===== src/rtl/pipe_hazard_ctrl_pkg.sv =====
// Shared widths, FSM encodings and the base stall/flush priority rules
// for the pipeline hazard controller.
package pipe_hazard_ctrl_pkg;

   localparam int CTRL_STALL_WIDTH = 5;
   localparam int CTRL_FLUSH_WIDTH = 4;

   localparam logic [1:0] CTRL_ST_RUN   = 2'd0;
   localparam logic [1:0] CTRL_ST_HOLD  = 2'd1;
   localparam logic [1:0] CTRL_ST_DRAIN = 2'd2;
   localparam logic [1:0] CTRL_ST_WFI   = 2'd3;

   typedef struct packed {
      logic [CTRL_STALL_WIDTH-1:0] stall;
      logic [CTRL_FLUSH_WIDTH-1:0] flush;
   } ctrl_vec_t;

   // The oldest stalled stage wins: everything younger holds, the stage behind it gets a bubble.
   function automatic ctrl_vec_t base_rules(input logic dcache_req,
                                            input logic ex_req,
                                            input logic hazard_req,
                                            input logic icache_req);
      ctrl_vec_t v;
      v.stall = '0;
      v.flush = '0;
      if (dcache_req) begin
         v.stall = 5'b01111;
         v.flush = 4'b1000;
      end else if (ex_req) begin
         v.stall = 5'b00111;
         v.flush = 4'b0100;
      end else if (hazard_req) begin
         v.stall = 5'b00011;
         v.flush = 4'b0010;
      end else if (icache_req) begin
         v.stall = 5'b00001;
         v.flush = 4'b0001;
      end
      return v;
   endfunction

endpackage


===== src/rtl/ctrl_sat_counter.sv =====
// Saturating up-counter used for the hazard controller performance counters.
module ctrl_sat_counter #(
   parameter int WIDTH = 32
) (
   input  logic             clk,
   input  logic             rst_n,
   input  logic             inc,
   output logic [WIDTH-1:0] cnt
);

   logic [WIDTH-1:0] cnt_q;
   logic [WIDTH-1:0] cnt_d;

   always_comb begin
      cnt_d = cnt_q;
      if (inc && (cnt_q != '1)) begin
         cnt_d = cnt_q + WIDTH'(1);
      end
   end

   always_ff @(posedge clk or negedge rst_n) begin
      if (!rst_n) begin
         cnt_q <= '0;
      end else begin
         cnt_q <= cnt_d;
      end
   end

   assign cnt = cnt_q;

endmodule


===== src/rtl/pipe_hazard_ctrl.sv =====
// Central stall/flush sequencer and fetch redirect owner for the 5-stage pipeline.
// Optional perf counters are enabled with `define PIPE_HAZARD_CTRL_PERF_CNT_EN.
module pipe_hazard_ctrl
   import pipe_hazard_ctrl_pkg::*;
#(
   parameter int unsigned EXCP_DRAIN_CYC = 1
) (
   input  logic        clk,
   input  logic        rst_n,
   input  logic        Icache_StallReq,
   input  logic        Dcache_StallReq,
   input  logic        EX_StallReq,
   input  logic        DecodeHazard_StallReq,
   input  logic        EX_BranchFlag,
   input  logic [31:0] EX_BranchPC,
   input  logic        Csr_ExcpFlag,
   input  logic [31:0] Csr_Evec,
   input  logic        Csr_Memflush,
   input  logic        Decode_WfiFlag,
   input  logic        Csr_WFIClrFlag,
   output logic [4:0]  Ctrl_Stall,
   output logic [3:0]  Flush,
   output logic        Ctrl_RedirectValid,
   output logic [31:0] Ctrl_RedirectPC,
   output logic [1:0]  Ctrl_State,
   output logic [31:0] Ctrl_StallCnt,
   output logic [31:0] Ctrl_FlushCnt
);

   localparam logic [3:0] DRAIN_LOAD = 4'(EXCP_DRAIN_CYC);
   localparam logic       DRAIN_EN   = (EXCP_DRAIN_CYC != 0);

   logic [1:0]  state_q, state_d;
   logic        pend_valid_q, pend_valid_d;
   logic [31:0] pend_pc_q, pend_pc_d;
   logic        pend_excp_q, pend_excp_d;
   logic [3:0]  drain_cnt_q, drain_cnt_d;

   ctrl_vec_t   base;
   logic [4:0]  stall;
   logic [3:0]  flush;
   logic        redir_valid;
   logic [31:0] redir_pc;
   logic        br_ok;
   logic        can_issue;
   logic        event_go;
   logic        hold_excp;
   logic [31:0] event_pc;

   // Per-state overlay on the base rules, then exception/branch handling for every state except HOLD.
   always_comb begin
      base         = base_rules(Dcache_StallReq, EX_StallReq, DecodeHazard_StallReq, Icache_StallReq);
      stall        = base.stall;
      flush        = base.flush;
      redir_valid  = 1'b0;
      redir_pc     = '0;
      state_d      = state_q;
      pend_valid_d = pend_valid_q;
      pend_pc_d    = pend_pc_q;
      pend_excp_d  = pend_excp_q;
      drain_cnt_d  = drain_cnt_q;
      br_ok        = EX_BranchFlag & ~EX_StallReq & ~Dcache_StallReq;
      can_issue    = ~Icache_StallReq & ~Dcache_StallReq;
      event_go     = 1'b0;
      hold_excp    = pend_excp_q | Csr_ExcpFlag;
      event_pc     = Csr_ExcpFlag ? Csr_Evec : EX_BranchPC;

      case (state_q)
         CTRL_ST_RUN: begin
            if (Decode_WfiFlag) begin
               state_d = CTRL_ST_WFI;
            end
         end
         CTRL_ST_DRAIN: begin
            flush[0] = 1'b1;
            if (drain_cnt_q <= 4'd1) begin
               state_d = CTRL_ST_RUN;
            end else begin
               drain_cnt_d = drain_cnt_q - 4'd1;
            end
         end
         CTRL_ST_WFI: begin
            stall = base.stall | 5'b00011;
            flush = {base.flush[3:2], 2'b10};
            if (Csr_WFIClrFlag) begin
               state_d = CTRL_ST_RUN;
            end
         end
         CTRL_ST_HOLD: begin
            // A late exception replaces the parked branch target; branches are ignored here.
            if (Csr_ExcpFlag) begin
               stall       = '0;
               flush[2:0]  = 3'b111;
               flush[3]    = Csr_Memflush;
               pend_pc_d   = Csr_Evec;
               pend_excp_d = 1'b1;
            end
            flush[1:0] = 2'b11;
            if (can_issue) begin
               redir_valid  = 1'b1;
               redir_pc     = Csr_ExcpFlag ? Csr_Evec : pend_pc_q;
               pend_valid_d = 1'b0;
               pend_excp_d  = 1'b0;
               if (hold_excp && DRAIN_EN) begin
                  state_d     = CTRL_ST_DRAIN;
                  drain_cnt_d = DRAIN_LOAD;
               end else begin
                  state_d = CTRL_ST_RUN;
               end
            end else begin
               stall[0] = 1'b1;
            end
         end
         default: state_d = CTRL_ST_RUN;
      endcase

      if (state_q != CTRL_ST_HOLD) begin
         if (Csr_ExcpFlag) begin
            stall      = '0;
            flush[2:0] = 3'b111;
            flush[3]   = Csr_Memflush;
            event_go   = 1'b1;
         end else if (br_ok && (state_q != CTRL_ST_WFI)) begin
            stall[1:0] = 2'b00;
            flush[1:0] = 2'b11;
            event_go   = 1'b1;
         end

         // Issue now if fetch can take it, otherwise park the target and wait in HOLD.
         if (event_go) begin
            if (can_issue) begin
               redir_valid = 1'b1;
               redir_pc    = event_pc;
               if (Csr_ExcpFlag && DRAIN_EN) begin
                  state_d     = CTRL_ST_DRAIN;
                  drain_cnt_d = DRAIN_LOAD;
               end else if (Csr_ExcpFlag || (state_q == CTRL_ST_RUN)) begin
                  state_d = CTRL_ST_RUN;
               end
            end else begin
               pend_valid_d = 1'b1;
               pend_pc_d    = event_pc;
               pend_excp_d  = Csr_ExcpFlag;
               state_d      = CTRL_ST_HOLD;
            end
         end
      end
   end

   always_ff @(posedge clk or negedge rst_n) begin
      if (!rst_n) begin
         state_q      <= CTRL_ST_RUN;
         pend_valid_q <= 1'b0;
         pend_pc_q    <= '0;
         pend_excp_q  <= 1'b0;
         drain_cnt_q  <= '0;
      end else begin
         state_q      <= state_d;
         pend_valid_q <= pend_valid_d;
         pend_pc_q    <= pend_pc_d;
         pend_excp_q  <= pend_excp_d;
         drain_cnt_q  <= drain_cnt_d;
      end
   end

   // While reset is held the whole pipe is bubbled and fetch gets no redirect.
   assign Ctrl_Stall         = rst_n ? stall : '0;
   assign Flush              = rst_n ? flush : 4'b1111;
   assign Ctrl_RedirectValid = rst_n & redir_valid;
   assign Ctrl_RedirectPC    = rst_n ? redir_pc : '0;
   assign Ctrl_State         = state_q;

`ifdef PIPE_HAZARD_CTRL_PERF_CNT_EN
   ctrl_sat_counter #(.WIDTH(32)) u_stall_cnt (
      .clk   (clk),
      .rst_n (rst_n),
      .inc   (Ctrl_Stall[0]),
      .cnt   (Ctrl_StallCnt)
   );

   ctrl_sat_counter #(.WIDTH(32)) u_flush_cnt (
      .clk   (clk),
      .rst_n (rst_n),
      .inc   (Ctrl_RedirectValid),
      .cnt   (Ctrl_FlushCnt)
   );
`else
   assign Ctrl_StallCnt = '0;
   assign Ctrl_FlushCnt = '0;
`endif

endmodule


===== config.mk =====
export PLATFORM = sky130hd
export DESIGN_NAME = pipe_hazard_ctrl
export DESIGN_NICKNAME = d
export VERILOG_FILES = /design/src/rtl/pipe_hazard_ctrl_pkg.sv /design/src/rtl/ctrl_sat_counter.sv /design/src/rtl/pipe_hazard_ctrl.sv
export SDC_FILE = /design/constraint.sdc
export NUM_CORES = 1
export LEC_CHECK = 0
export ABC_AREA = 1
export CORE_MARGIN = 5
export CORE_UTILIZATION = 55
export CTS_BUF_LIST = sky130_fd_sc_hd__clkbuf_8
export DETAILED_ROUTE_END_ITERATION = 10
export DONT_BUFFER_PORTS = 1
export GPL_TIMING_DRIVEN = 0
export PLACE_DENSITY = 0.72
export SYNTH_ARGS = -nofsm -noshare
export SYNTH_HDL_FRONTEND = slang
export SYNTH_SLANG_ARGS = --single-unit

===== constraint.sdc =====
create_clock -name clk -period 2.8 [get_ports clk]
set_clock_uncertainty 0.1 [all_clocks]
set_input_delay 0.14 -clock clk [delete_from_list [all_inputs] [get_ports clk]]
set_output_delay 0.14 -clock clk [all_outputs]
set_load 0.1 [all_outputs]

==> results of run 1 <==
worst min-delay path, stage by stage:
cell and delay (ns):
nand2_1 0.06, nand2_1 0.07, nand2_1 0.05, o21ai_1 0.05
metal layers:
metal / routed length (um) / track usage (%) / vias to the layer above
li1: - / - / 2073
met1: 4740 / 32.6 / 1960
met2: 5840 / 44.8 / 201
met3: 1100 / 5.37 / 14
met4: 116 / 5.42 / 0
met5: 0 / 0 / -
cell usage after synthesis, drive strengths merged:
cell | instances | share of area [%]
nand2 | 292 | 29
buf | 90 | 17
o21ai | 72 | 9.3
nor2 | 45 | 4.8
a21oi | 40 | 5.2
dfrtp | 39 | 25
inv | 19 | 2.0
nand3 | 10 | 1.4
clkbuf | 9 | 0.87
ha | 7 | 2.3
nor3 | 6 | 0.91
clkinv | 3 | 0.32
nand4 | 3 | 0.49
a31oi | 2 | 0.32
a211oi | 1 | 0.19
conb | 1 | 0.097
o2111ai | 1 | 0.23
o211ai | 1 | 0.19
or2 | 1 | 0.16
kinds of logic (layout without fill, tap and decap cells):
| kind of cell | Yosys count | after routing | synth area share (%) |
|---|---|---|---|
| and+or+nand+nor | 357 | 357 | 36.7 |
| other | 1 | 65 | 0.0969 |
| buffers and inverters | 121 | 139 | 20.3 |
| DFF | 39 | 39 | 25.2 |
| AOI/OAI and AO/OA | 117 | 117 | 15.4 |
| adders and majority gates | 7 | 7 | 2.26 |
timing repair:
action                                 4_1_cts  5_1_grt
hold buffers                                 2        0
gates cloned                                 0        2
endpoints found under the hold margin       39        0
resized for setup                           21       14
pin swaps                                    9       14
buffers inserted                             6        1
setup endpoints to repair                   40       32
flip-flops by register name, indices dropped and copies added, names as in the netlist:
| register | count |
|---|---|
| pend_excp_q | 1 |
| drain_cnt_q | 4 |
| pend_pc_q | 32 |
| Ctrl_State | 2 |
cell type report:
| class | instances | share of cell area, % |
|---|---|---|
| buffer | 98 | 14.6 |
| timing repair buffer | 11 | 2.68 |
| multi-input combinational | 546 | 56.5 |
| clock buffer | 6 | 1.67 |
| sequential | 39 | 19.8 |
| inverter | 22 | 2.17 |
| clock inverter | 2 | 0.177 |
| tap | 96 | 2.42 |
through the flow:
step	power [W]	utilization, %	setup TNS (ns)
detailed placement	0.00354	67.8	-4.89
finish	0.00418	72.6	0
floorplan	0.00319	-	-0.190
global route	0.00446	72.6	0
CTS	0.00410	71.4	0
global placement	0.00348	67.8	-4.27
power breakdown:
| part | internal (W) | switching (W) |
|---|---|---|
| registers | 0.000848 | 0.000279 |
| clock network | 0.000195 | 0.000205 |
| logic | 0.000724 | 0.00192 |
| total | 0.00177 | 0.00241 |
final timing paths:
| check | end | slack, ns | cells past startpoint |
|---|---|---|---|
| max | Ctrl_RedirectPC[3] | 0.06 | 9 |
| min reg2reg | drain_cnt_q[1]$_DFF_PN0_ | 0.44 | 2 |
| min in group asynchronous | pend_pc_q[0]$_DFF_PN0_ | 0.24 | 2 |
| max reg2reg | pend_pc_q[8]$_DFF_PN0_ | 0.62 | 8 |
| min | pend_pc_q[12]$_DFF_PN0_ | 0.008 | 4 |
| max in group asynchronous | Ctrl_State[1]$_DFF_PN0_ | 2.14 | 2 |
==> flow_summary.ini, run 1 <==
[run_status]
status = finished, final reports clean

[flow_run]
max_cap_viol_count = 0

[global_route]
antenna_found_initial = 0
grt_pass1_vias = 4021
grt_max_degree = 40
grt_pass1_wl_um = 18600
overflow = 0
grt.total_usage_pct = 25.7

[drt]
wirelength_um = 11800
detail-route-antenna-nets = 0
firstDrtPassIters = 7
drc_errors = 0
wl_per_cell_um = 14.4
drt_iter0_markers = 292
vias_per_cell = 5.18
vias = 4248

[layout]
nets = 805
final_common_cell = nand2_1
stdcell_count = 820
fill_cells = 624
layout-drive-gt1-share_pct = 23.3
layout_common_cells = nand2_1 (286), buf_4 (76), conb_1 (65)
multi_input_area_um2 = 2800
antenna_cells = 0
area.sequential_um2 = 983
stdcell_area_um2 = 4960
area_growth_pct = 28.1

[sta]
post-route-period-util_pct = 97.9
hold_viol_final = 0
rsz0062_at_grt = no
relSlewSlack_pct = 15.4
fin_ws_ns = 0.0598
finalCriticalPeriod_ns = 2.74
max_freq_mhz = 365
worstMarginPinSlew_ns = 1.27
whs_ns = 0.00752
final-setup-viol-count = 0
slew_viol_final = 0

[clock_tree]
htreeDepth = 2
tritoncts = built
cts_buffers = 5
clk_pin_slew_ns = 0.08
cts_sinks = 39
clockRootBuffer = clkbuf_8
clockBufferDepth = 2
insertion_delay_ns = 0.29

[floorplan]
num_rows = 30
dieArea_um2 = 8810
die_h_um = 93.9
ios = 183
start_util_pct = 56.6
die_w_um = 93.9
core_area_um2 = 6830

[logic_synthesis]
syn-cell-area_um2 = 3870
synth_cells = 642
ys_seq_area_share_pct = 25.2
ys.warnings.count = 0
yosys_register_bits = 39
yosysUniqueCellTypes = 31
avgSynthCellArea_um2 = 6.03

[worst_setup_path]
cp_data_arrival_time_ns = 2.50
startpoint = Ctrl_State[0]$_DFF_PN0_
reg2reg_from = Ctrl_State[1]$_DFF_PN0_
critPathLaunchType = register
path_class = reg2out
worstPathMaxFanout = 10
path_cells = ha_4, inv_2, nand3_2, nand2_4, nand2_4, clkinv_8, buf_8, nand2_1, a21oi_4
cpMostUsedCell = nand2_4
worstPathRequired_ns = 2.56
cp_slowest_stage_delay_ns = 0.65
slowest_stage = dfrtp_4
cp_top_family = flip-flops
end_kind = primary output
cp_num_buf_inv = 3

[placement]
dpl_cell_area_um2 = 4630
dp_slack_ns = -0.376
post-dp-hpwl_um = 8690
io_buffers = 0
place_congestion = 0.909
dp.cells = 802

[hold_path]
hold_path.class = in2reg
min_from = Csr_Evec[12]

[pwr]
vdd_ir_drop_max_uv = 391
power.density_nw_per_um2 = 842
leakage_nw = 2.42
(Power assumes the default switching activity.)
==> run 2: changes to the inputs <==
--- a/config.mk
+++ b/config.mk
@@ -8,11 +8,11 @@
 export ABC_AREA = 1
 export CORE_MARGIN = 5
 export CORE_UTILIZATION = 55
-export CTS_BUF_LIST = sky130_fd_sc_hd__clkbuf_8
 export DETAILED_ROUTE_END_ITERATION = 10
 export DONT_BUFFER_PORTS = 1
 export GPL_TIMING_DRIVEN = 0
 export PLACE_DENSITY = 0.72
+export SETUP_SLACK_MARGIN = 0.1
 export SYNTH_ARGS = -nofsm -noshare
 export SYNTH_HDL_FRONTEND = slang
 export SYNTH_SLANG_ARGS = --single-unit
==> run 2 against run 1 <==
  * The run now ends with negative setup slack left
  * Utilization rose by 8.8 points
  * Sequential power barely moved
  * Sequential share of layout area fell by 2.1 points
  * Worst hold slack improved by 0.024 ns
  * Flip-flop and latch count did not move
  * Critical path depth fell by 3
  * Die area did not move
  * Clock power fell by 7.0%
  * Worst setup slack got worse by 0.16 ns
  * First-iteration DRC count rose by 16%
  * Count of clock-buffer cells in the layout rose by 1
==> flow_summary.ini, run 2 (synthesized netlist as in run 1, its figures left out) <==
[worst_setup_path]
path_class = reg2out
end_kind = primary output
crit_end = Flush[1]
cp_data_arrival_time_ns = 2.66
critPathLaunchType = register
startpoint = Ctrl_State[1]$_DFF_PN0_
rr_endpoint = pend_pc_q[15]$_DFF_PN0_
cpMostUsedCell = buf_8
cp_num_buf_inv = 3
worstPathMaxFanout = 6
path_cells = inv_4, ha_4, buf_8, buf_8, nor3_4, nand4_1
reg2reg_from = Ctrl_State[1]$_DFF_PN0_
path_depth = 6
worstPathRequired_ns = 2.56
reg2reg_depth = 9
reg2reg_slack_ns = 0.51
slowest_stage = nand4_1
cp_top_family = simple AND/OR/NAND/NOR gates
cp_slowest_stage_delay_ns = 1.00

[sta]
final-setup-viol-count = 1
setup_tns_ns = -0.0966
finalCriticalPeriod_ns = 2.90
rsz0062_at_grt = yes
worstMarginPinSlew_ns = 1.29
relSlewSlack_pct = 14.2
fin_ws_ns = -0.0966
hold_viol_final = 0
slew_viol_final = 0
max_freq_mhz = 345
post-route-period-util_pct = 103

[drt]
firstDrtPassIters = 5
wl_per_cell_um = 15.9
wirelength_um = 13300
drt_iter0_markers = 339
vias_per_cell = 5.31
detail-route-antenna-nets = 0
vias = 4451
drc_errors = 0

[floorplan]
die_w_um = 93.9
start_util_pct = 56.6
core_area_um2 = 6830
num_rows = 30
die_h_um = 93.9
ios = 183
dieArea_um2 = 8810

[pwr]
power.density_nw_per_um2 = 827
vdd_ir_drop_max_uv = 364
leakage_nw = 2.80

[global_route]
grt_max_degree = 40
grt_pass1_wl_um = 18900
grt_pass1_vias = 4096
overflow = 0
grt.total_usage_pct = 26.4
antenna_found_initial = 0

[clock_tree]
clockRootBuffer = clkbuf_8
cts_sinks = 39
htreeDepth = 2
clk_pin_slew_ns = 0.07
tritoncts = built
cts_buffers = 5
clockBufferDepth = 2
insertion_delay_ns = 0.29

[placement]
io_buffers = 0
dpl_cell_area_um2 = 4630
post-dp-hpwl_um = 8510
place_congestion = 0.895
dp_slack_ns = -0.0673

[layout]
area_growth_pct = 43.6
antenna_cells = 0
stdcell_area_um2 = 5560
largest_reg_flops = 32
final_common_cell = nand2_1
fill_cells = 472
layout_common_cells = nand2_1 (221), buf_4 (85), conb_1 (65)
top_register = pend_pc_q
layout-drive-gt1-share_pct = 34.0
final_util_pct = 81.3
nets = 824

[hold_path]
hold_path.class = in2reg

[flow_run]
max_cap_viol_count = 0

[run_status]
status = complete, but fails checks
violations = negative setup slack
-- run 2: changes by cell type in the layout (fill, tap and decap cells not counted), moves of 3 or more --
cell | before | now
buf_4 | 76 | 85
buf_8 | 4 | 7
nand2_8 | 0 | 3
nand2_1 | 286 | 221
nand2_2 | 3 | 41
buf_12 | 1 | 4
nand2_4 | 3 | 27
-- run 2: report_power, final --
group	internal, W	switching [W]
combinational	0.000918	0.00217
clock	0.000172	0.000200
sequential	0.000848	0.000283
-- run 2: metal layers --
| metal | GRT usage [%] | up-vias | wire length (um) | share of wire, % |
|---|---|---|---|---|
| li1 | - | 2110 | - | - |
| met1 | 32.0 | 2069 | 4970 | 37 |
| met2 | 46.0 | 241 | 6800 | 51 |
| met3 | 6.65 | 31 | 1290 | 9.7 |
| met4 | 7.58 | 0 | 260 | 2.0 |
| met5 | 0 | - | 0 | 0 |
-- run 2: how the worst min path moves through the flow --
stage | from | endpoint | slack (ns) | cells after the start
final | Csr_Evec[6] | pend_pc_q[6]$_DFF_PN0_ | 0.03 | 4
after global routing | Csr_Evec[14] | pend_pc_q[14]$_DFF_PN0_ | 0.05 | 4
after CTS | Csr_Evec[27] | pend_pc_q[27]$_DFF_PN0_ | 0.007 | 4
after detailed placement | rst_n | drain_cnt_q[3]$_DFF_PN0_ | -0.25 | 0
after global placement | rst_n | drain_cnt_q[3]$_DFF_PN0_ | -0.25 | 0
after floorplan | rst_n | Ctrl_State[0]$_DFF_PN0_ | -0.26 | 0
-- run 2: area by class of cell --
class | count | area (um^2) | area share (%)
Sequential cell | 39 | 983 | 17.7
Tap cell | 96 | 120 | 2.16
Clock buffer | 7 | 76.3 | 1.37
Buffer | 99 | 772 | 13.9
Timing Repair Buffer | 29 | 332 | 5.97
Inverter | 22 | 125 | 2.25
Multi-Input combinational cell | 546 | 3150 | 56.6
-- run 2: worst reg2reg max path: cells and delay by family (launching register included) --
family	cells	cell delay (ns)
AO/OA/AOI/OAI	2	0.39
adder cells (fa/ha/maj)	1	0.17
buffers and inverters	6	0.89
flip-flops	1	0.67
-- run 2: repair_timing --
action	in CTS	in global routing
pin swaps	18	40
gates cloned	3	3
setup buffers	10	11
gates resized for setup	44	109
hold buffers	2	0
setup endpoints to repair	38	34
endpoints found under the hold margin	39	0
-- run 2: per-stage QoR --
step / total power (W) / hold WS [ns] / instances
6_report: 0.00459 / 0.0310 / 838
5_1_grt: 0.00485 / 0.0520 / 838
4_1_cts: 0.00413 / 0.00700 / 824
3_5_place_dp: 0.00355 / -0.254 / 802
3_3_place_gp: 0.00348 / -0.254 / 802
2_1_floorplan: 0.00320 / -0.256 / 706
==> run 3: changes to the inputs <==
--- a/config.mk
+++ b/config.mk
@@ -12,6 +12,7 @@
 export DONT_BUFFER_PORTS = 1
 export GPL_TIMING_DRIVEN = 0
 export PLACE_DENSITY = 0.72
+export RECOVER_POWER = 25
 export SETUP_SLACK_MARGIN = 0.1
 export SYNTH_ARGS = -nofsm -noshare
 export SYNTH_HDL_FRONTEND = slang
==> run 3 against run 2 <==
  * Non-clock buffer count is the same
  * Die area is the same
  * Total power shrank 0.14%
  * Utilization shrank 0.11 points
  * The flow finishes with violations (max-capacitance violations, max-slew violations, negative setup slack)
  * Maximum frequency is essentially flat
  * Critical path depth is the same
  * Sequential power is essentially flat
  * Global-route usage is the same
  * Critical endpoint unchanged
  * Largest cell class unchanged
  * First-iteration DRC count shrank 1.8%
  * Design area shrank 0.14%
==> flow_summary.ini, run 3 (synthesized netlist as in run 1, its figures left out) <==
[run_status]
status = complete, but fails checks
violations = max-capacitance violations, max-slew violations, negative setup slack

[clock_tree]
clockRootBuffer = clkbuf_8
clk_pin_slew_ns = 0.07
tritoncts = built
clockBufferDepth = 2
cts_sinks = 39
cts_buffers = 5
htreeDepth = 2
insertion_delay_ns = 0.30

[layout]
layout-drive-gt1-share_pct = 33.8
area_growth_pct = 43.4
nets = 824
final_util_pct = 81.2
layout_common_cells = nand2_1 (221), buf_4 (85), conb_1 (65)
largest_reg_flops = 32
antenna_cells = 0
final_common_cell = nand2_1
top_register = pend_pc_q
stdcell_area_um2 = 5550

[placement]
dpl_cell_area_um2 = 4630
place_congestion = 0.895
io_buffers = 0
post-dp-hpwl_um = 8510

[floorplan]
ios = 183
num_rows = 30
core_area_um2 = 6830
die_w_um = 93.9
die_h_um = 93.9
start_util_pct = 56.6
dieArea_um2 = 8810

[sta]
hold_viol_final = 0
rsz0062_at_grt = yes
worstMarginPinSlew_ns = 1.87
slew_viol_final = 40
post-route-period-util_pct = 103
final-setup-viol-count = 2
fin_ws_ns = -0.0977
whs_ns = 0.0277
relSlewSlack_pct = -24.4
finalCriticalPeriod_ns = 2.90
max_freq_mhz = 345
setup_tns_ns = -0.0985

[pwr]
power.density_nw_per_um2 = 827
vdd_ir_drop_max_uv = 364
leakage_nw = 2.81

[global_route]
grt_pass1_vias = 4096
grt_max_degree = 40
grt_pass1_wl_um = 18900
overflow = 0
grt.total_usage_pct = 26.4
antenna_found_initial = 0

[worst_setup_path]
cpMostUsedCell = buf_8
cp_num_buf_inv = 3
cp_data_arrival_time_ns = 2.66
reg2reg_slack_ns = 0.50
cp_top_family = simple AND/OR/NAND/NOR gates
critPathLaunchType = register
slowest_stage = nand4_1
cp_slowest_stage_delay_ns = 1.00
worstPathRequired_ns = 2.56
worstPathMaxFanout = 6
end_kind = primary output
path_class = reg2out
path_cells = inv_4, ha_4, buf_8, buf_8, nor3_4, nand4_1

[drt]
wl_per_cell_um = 15.9
vias = 4459
vias_per_cell = 5.32
drc_errors = 0
drt_iter0_markers = 333
firstDrtPassIters = 5
detail-route-antenna-nets = 0
wirelength_um = 13300

[hold_path]
hold_path.class = in2reg

[flow_run]
max_cap_viol_count = 1
## run 3: what timing repair did
item	4_1_cts	5_1_grt
resized for setup	44	109
hold buffers	2	0
buffers inserted	10	11
endpoints found under the hold margin	39	0
cloned	3	3
pin swaps	18	40
endpoints found under the setup margin	38	34
## run 3: per-layer routing
| metal | global-route usage, % | vias up | wire [um] |
|---|---|---|---|
| met5 | 0 | - | 0 |
| met4 | 7.58 | 0 | 258 |
| met3 | 6.65 | 30 | 1310 |
| met2 | 46.0 | 225 | 6830 |
| met1 | 32.0 | 2088 | 4900 |
| li1 | - | 2116 | - |
## run 3: final timing paths
kind,from,endpoint,cells after the start
min in group asynchronous,rst_n,drain_cnt_q[3]$_DFF_PN0_,2
hold / removal,Csr_Evec[27],pend_pc_q[27]$_DFF_PN0_,4
hold reg to reg,pend_pc_q[21]$_DFF_PN0_,pend_pc_q[21]$_DFF_PN0_,2
setup reg to reg,Ctrl_State[1]$_DFF_PN0_,pend_pc_q[15]$_DFF_PN0_,9
max in group asynchronous,rst_n,Ctrl_State[1]$_DFF_PN0_,2
setup / recovery,Ctrl_State[1]$_DFF_PN0_,Flush[1],6
## run 3: final cells by class
type | instances | area [um^2]
tap | 96 | 120
inverter | 22 | 125
sequential | 39 | 983
timing repair buffer | 29 | 324
clock buffer | 7 | 76.3
fill | 474 | 1280
multi-input combinational | 546 | 3150
buffer | 99 | 772
## run 3: where the power goes
| group | leakage (nW) | total (W) | switching (W) | internal (W) |
|---|---|---|---|---|
| Clock | 0.0383 | 0.000372 | 0.000200 | 0.000172 |
| Combinational | 2.29 | 0.00309 | 0.00217 | 0.000916 |
| Sequential | 0.475 | 0.00113 | 0.000282 | 0.000848 |
## run 3: worst min-delay path, delay by kind of cell
family | cells | cell delay [ns]
AND/OR/NAND/NOR | 3 | 0.20
AO/OA/AOI/OAI | 1 | 0.05
## run 3: stage by stage
stage	power, W	std cells	worst slack, ns
finish	0.00459	838	-0.0977
global route	0.00485	838	-0.147
CTS	0.00413	824	-0.00336
detailed placement	0.00355	802	-0.0673
global placement	0.00348	802	-0.0566
floorplan	0.00320	706	0.191
